--- src/rtl/mem_port_arbiter.sv ---
// mem_port_arbiter: shares the single data-memory port between the two memory-stage lanes of
// a dual-issue pipeline. Each bundle's memory ops go out one at a time, lane 0 before lane 1.
// The pipeline is held via stall until every op has been acknowledged. Per-lane load data is
// then presented for one done cycle.
//
// Ports:
//   clk, rst                 clock (rising edge), asynchronous active-low reset
//   lane_valid/we/addr/      per-lane memory op of the current bundle
//   wdata/be                 (held stable by the pipeline while stall=1)
//   flush                    cancel ops of the bundle that have not been issued yet
//   stall                    freeze ex_to_mem and mem_to_cmt
//   done                     one-cycle pulse when the bundle completes
//   lane_rdata               per-lane load data, valid while done=1, held until next done
//   bus_err                  sticky memory-timeout flag
//   mem_req/we/addr/wdata/be request to the memory port
//   mem_ack, mem_rdata       memory acknowledge and load data
module mem_port_arbiter #(
    parameter int unsigned ADDR_W   = 32,
    parameter int unsigned DATA_W   = 32,
    parameter int unsigned WAIT_MAX = 255
) (
    input  logic                    clk,
    input  logic                    rst,
    input  logic [1:0]              lane_valid,
    input  logic [1:0]              lane_we,
    input  logic [2*ADDR_W-1:0]     lane_addr,
    input  logic [2*DATA_W-1:0]     lane_wdata,
    input  logic [2*(DATA_W/8)-1:0] lane_be,
    input  logic                    flush,
    output logic                    stall,
    output logic                    done,
    output logic [2*DATA_W-1:0]     lane_rdata,
    output logic                    bus_err,
    output logic                    mem_req,
    output logic                    mem_we,
    output logic [ADDR_W-1:0]       mem_addr,
    output logic [DATA_W-1:0]       mem_wdata,
    output logic [DATA_W/8-1:0]     mem_be,
    input  logic                    mem_ack,
    input  logic [DATA_W-1:0]       mem_rdata
);

    localparam int unsigned BE_W  = DATA_W / 8;
    localparam int unsigned CNT_W = $clog2(WAIT_MAX + 1);

    typedef enum logic [1:0] {StIdle, StIssue, StDone} state_e;

    state_e               state_q, state_d;
    logic                 cur_q;
    logic [1:0]           served_q;
    logic [CNT_W-1:0]     cnt_q;
    logic                 flush_q;
    logic                 mem_req_q;
    logic                 mem_we_q;
    logic [ADDR_W-1:0]    mem_addr_q;
    logic [DATA_W-1:0]    mem_wdata_q;
    logic [BE_W-1:0]      mem_be_q;
    logic [2*DATA_W-1:0]  buf_q, buf_d;
    logic [2*DATA_W-1:0]  lane_rdata_q;
    logic                 bus_err_q;

    logic                 start;
    logic                 start_lane;
    logic                 sel;
    logic                 timeout;
    logic                 op_done;
    logic                 next_lane1;
    logic                 sel_we;
    logic [ADDR_W-1:0]    sel_addr;
    logic [DATA_W-1:0]    sel_wdata;
    logic [BE_W-1:0]      sel_be;

    // A flush that arrives while the bundle is still idle cancels it outright.
    assign start      = (|lane_valid) && !flush;
    assign start_lane = lane_valid[0] ? 1'b0 : 1'b1;

    // Timeout is a forced completion: the op finishes as if acked with zero data.
    assign timeout    = (cnt_q == CNT_W'(WAIT_MAX)) && !mem_ack;
    assign op_done    = mem_ack || timeout;

    // Flush is remembered so a short pulse during the outstanding op still skips lane 1.
    assign next_lane1 = !cur_q && lane_valid[1] && !served_q[1] && !flush && !flush_q;

    // Lane whose fields get loaded into the request registers on this edge.
    assign sel       = (state_q == StIdle) ? start_lane : 1'b1;
    assign sel_we    = sel ? lane_we[1] : lane_we[0];
    assign sel_addr  = sel ? lane_addr[2*ADDR_W-1:ADDR_W] : lane_addr[ADDR_W-1:0];
    assign sel_wdata = sel ? lane_wdata[2*DATA_W-1:DATA_W] : lane_wdata[DATA_W-1:0];
    assign sel_be    = sel ? lane_be[2*BE_W-1:BE_W] : lane_be[BE_W-1:0];

    // Capture buffer: cleared at bundle start, so skipped, store and timed-out lanes read 0.
    always_comb begin
        buf_d = buf_q;
        if (state_q == StIssue && mem_ack && !mem_we_q) begin
            if (cur_q) buf_d[2*DATA_W-1:DATA_W] = mem_rdata;
            else       buf_d[DATA_W-1:0]        = mem_rdata;
        end
    end

    // State register
    always_ff @(posedge clk or negedge rst) begin
        if (!rst) state_q <= StIdle;
        else      state_q <= state_d;
    end

    // Next-state logic
    always_comb begin
        state_d = state_q;
        unique case (state_q)
            StIdle:  if (start) state_d = StIssue;
            StIssue: if (op_done && !next_lane1) state_d = StDone;
            StDone:  state_d = StIdle;
            default: state_d = StIdle;
        endcase
    end

    // Datapath registers
    always_ff @(posedge clk or negedge rst) begin
        if (!rst) begin
            cur_q        <= 1'b0;
            served_q     <= 2'b00;
            cnt_q        <= '0;
            flush_q      <= 1'b0;
            mem_req_q    <= 1'b0;
            mem_we_q     <= 1'b0;
            mem_addr_q   <= '0;
            mem_wdata_q  <= '0;
            mem_be_q     <= '0;
            buf_q        <= '0;
            lane_rdata_q <= '0;
            bus_err_q    <= 1'b0;
        end else begin
            unique case (state_q)
                StIdle: begin
                    if (start) begin
                        cur_q       <= start_lane;
                        mem_req_q   <= 1'b1;
                        mem_we_q    <= sel_we;
                        mem_addr_q  <= sel_addr;
                        mem_wdata_q <= sel_wdata;
                        mem_be_q    <= sel_be;
                        cnt_q       <= '0;
                        flush_q     <= 1'b0;
                        buf_q       <= '0;
                    end
                end
                StIssue: begin
                    if (flush) flush_q <= 1'b1;
                    if (op_done) begin
                        served_q[cur_q] <= 1'b1;
                        cnt_q           <= '0;
                        buf_q           <= buf_d;
                        if (timeout) bus_err_q <= 1'b1;
                        if (next_lane1) begin
                            // Back-to-back: mem_req stays high, only the fields change.
                            cur_q       <= 1'b1;
                            mem_we_q    <= sel_we;
                            mem_addr_q  <= sel_addr;
                            mem_wdata_q <= sel_wdata;
                            mem_be_q    <= sel_be;
                        end else begin
                            mem_req_q    <= 1'b0;
                            lane_rdata_q <= buf_d;
                        end
                    end else begin
                        cnt_q <= cnt_q + CNT_W'(1);
                    end
                end
                StDone: begin
                    served_q <= 2'b00;
                    flush_q  <= 1'b0;
                end
                default: ;
            endcase
        end
    end

    // Outputs. stall is gated by rst so it drops the moment reset asserts.
    always_comb begin
        stall      = rst && (state_q != StDone) && (state_q != StIdle || start);
        done       = (state_q == StDone);
        lane_rdata = lane_rdata_q;
        bus_err    = bus_err_q;
        mem_req    = mem_req_q;
        mem_we     = mem_we_q;
        mem_addr   = mem_addr_q;
        mem_wdata  = mem_wdata_q;
        mem_be     = mem_be_q;
    end

endmodule

--- config.mk ---
export PLATFORM = sky130hd
export DESIGN_NAME = mem_port_arbiter
export DESIGN_NICKNAME = d
export VERILOG_FILES = /design/src/rtl/mem_port_arbiter.sv
export SDC_FILE = /design/constraint.sdc
export NUM_CORES = 1
export LEC_CHECK = 0
export BUFFER_PORTS_ARGS = -buffer_cell sky130_fd_sc_hd__buf_2
export CORE_ASPECT_RATIO = 0.5
export CORE_UTILIZATION = 51
export DETAILED_ROUTE_END_ITERATION = 10
export PLACE_DENSITY = 0.81
export SLEW_MARGIN = 20
export SYNTH_ARGS = -nofsm -noshare
export SYNTH_HDL_FRONTEND = slang
export SYNTH_SLANG_ARGS = --single-unit
--- constraint.sdc ---
create_clock -name clk -period 3.1 [get_ports clk]
set_clock_uncertainty 0.2 [all_clocks]
set_input_delay 0.155 -clock clk [delete_from_list [all_inputs] [get_ports clk]]
set_output_delay 0.155 -clock clk [all_outputs]
set_load 0.1 [all_outputs]
==> qor.csv <==
metric,value,unit
syn_area_per_cell,12.9,µm²
drt-initial-drc-count,395,
cts.sinks,212,
drv_cap,0,
grt_pass1_vias,8901,
synth_compound_gate_area_share,14.7,%
seq_area_frac_synth,55.8,%
critPathMaxFanout,7,
crit_path_max_incr_delay,0.58,ns
rsz0062_at_grt,no,
hold_path_class,in2async,
start_util,53.4,%
finalHoldViolations,0,
overflow,0,
num_rows,34,
grt_use_met3,4.86,%
syn-cell-area,9510,µm²
boundaryPins,313,
top_usage_layer,met2,
grt_max_degree,97,
die-area,19200,µm²
drc_errors,0,
antenna_found_initial,3,
ys_warn_count,0,
layout_commonest_cell,buf_2,
grt_pass1_wl,47.0,mm
fmax,346,MHz
synth_edf_count,0,
slew_viol_final,0,
timing.rr.start,cnt_q[0],
drtAntennaViolNets,0,
ys_ff_latch,212,
wl_per_cell,20.4,µm
cpMaxStageDelayCell,dlygate4sd3_1,
clk_pin_slew,0.07,ns
drive_above_1_share,41.5,%
firstDrtPassIters,4,
cp.required,3.33,ns
relSlewSlack,52.2,%
synth_xor_area_share,0.0921,%
synth_top_family_by_area,multiplexers,
grt_use_met1,36.7,%
wl,29.8,mm
fin_nets,1389,
routed-via-count,8250,
r2r_cells,7,
cts_buffer_depth,3,
dpl.hpwl,16.5,mm
cp-end-kind,flop,
period_share,93.1,%
numCtsBuffers,20,
fp.dieH,98.6,µm
yosys.area_share.adder,0.132,%
setup.worst_path.start_class,flop,
min_period,2.89,ns
core,17800,µm²
cts_max_level,1,
rr_endpoint,cur_q,
clk_latency,0.49,ns
path_cells,"ha_1, and3_1, a21oi_1, nor3b_4, buf_4, a2bb2oi_1, dlygate4sd3_1",
nFillCells,1092,
gp_congestion,0.807,
setup_tns,0,ns
synth.distinct_cells,39,
avgViaCountPerCell,5.65,
synth_nets,916,
most-common-layout-cells,"buf_2 (311), dfrtp_1 (212), dlygate4sd3_1 (175)",
outcome,"finished, final reports clean",
r2r_slack,0.21,ns
ys.flop_type,dfrtp_1,
synth_simple_gate_area_share,2.39,%
worstPathArrival,3.11,ns
syn2layout_area_growth,44.8,%
cts-root-buf,clkbuf_16,
die_x,195,µm
worst_pin_slew,0.717,ns
portBuffers,312,
cts_tree,done,
setup_viol,0,
grt_use_met2,54.3,%
critPathKind,reg2reg,
syn_inst,739,
async_flop_share,100,%
muxShareOfSynthArea,23.5,%
grt.total_usage,30.7,%
[kinds of logic after synthesis]
| family | Yosys count |
|---|---|
| and+or+nand+nor | 40 |
| DFF | 212 |
| xor gates and xnor gates | 1 |
| buffers and inverters | 60 |
| adders and majority gates | 1 |
| AOI/OAI and AO/OA | 223 |
| muxes | 202 |
[state kept, by name (all words and copies together) (netlist names)]
name / flops
buf_q: 64
bus_err: 1
cnt_q: 8
cur_q: 1
flush_q: 1
lane_rdata: 64
mem_addr: 32
mem_be: 4
mem_req: 1
mem_wdata: 32
mem_we: 1
served_q: 1
state_q: 2
[synthesized netlist by cell type (2+ instances only)]
library cell	n	share of area [%]
nor3_1	3	0.16
clkbuf_1	31	1.2
o21bai_1	2	0.16
and3_1	4	0.26
nand3_1	6	0.32
mux2i_1	64	6.7
a31oi_1	4	0.26
buf_2	14	0.74
buf_6	10	1.2
nand2_1	10	0.39
o21ai_0	138	7.3
buf_4	2	0.16
inv_1	2	0.079
nor2_1	3	0.12
mux2_4	10	1.6
o21ai_1	2	0.11
a22o_1	65	6.0
a21oi_1	6	0.32
nand2b_1	5	0.33
mux2_2	128	15
dfrtp_1	212	56
[worst max path at each step]
stage	start	end	slack (ns)	cells after the start
6_report	cnt_q[0]	cur_q	0.21	7
5_1_grt	cnt_q[0]	cur_q	0.11	7
4_1_cts	state_q[0]	mem_wdata[20]	0.11	6
3_5_place_dp	cur_q	lane_rdata[17]	0.58	5
3_3_place_gp	cnt_q[0]	mem_wdata[26]	0.66	6
2_1_floorplan	mem_we	lane_rdata[24]	0.84	6
[cell type report]
cell class / instances / area [µm²] / share of cell area, %
Antenna cell: 3 / 7.51 / 0.0545
Clock inverter: 7 / 114 / 0.827
Clock buffer: 27 / 558 / 4.05
Tap cell: 234 / 293 / 2.13
Timing Repair Buffer: 508 / 3570 / 25.9
Multi-Input combinational cell: 467 / 3910 / 28.4
Inverter: 3 / 11.3 / 0.0818
Sequential cell: 212 / 5310 / 38.5
[per-stage QoR]
step                      setup slack (ns)  area, µm²  hold slack (ns)  util, %  std cells
after detailed placement             0.575      11300          -0.0326     63.6       1249
after global placement               0.659      11300          -0.0382     63.6       1249
after CTS                            0.108      13800           0.0170     77.2       1458
after floorplan                      0.837       9510           -0.341        -        739
final                                0.213      13800          0.00346     77.2       1461
after global routing                 0.106      13800           0.0473     77.2       1461
[layer usage]
metal / routed length [µm] / share of wire (%)
met5: 0 / 0
met3: 1590 / 5.3
met4: 1420 / 4.7
met2: 15100 / 51
met1: 11700 / 39
[repair_timing]
action | 4_1_cts | 5_1_grt
endpoints found under the setup margin | 0 | 15
endpoints found under the hold margin | 308 | 0
setup buffers | 0 | 0
gates resized for setup | 0 | 1
hold buffers | 175 | 0
[worst max-delay path: cells and delay by family, from the launching register on]
family / cells / cell delay [ns]
AO/OA/AOI/OAI: 2 / 0.38
flip-flops: 1 / 0.39
buffers and inverters: 2 / 0.82
adder cells (fa/ha/maj): 1 / 0.21
AND/OR/NAND/NOR: 2 / 0.82
Power is left out: the tool's default activity adds up to more than one toggle a clock period on the data nets, which glitch-free logic cannot reach.
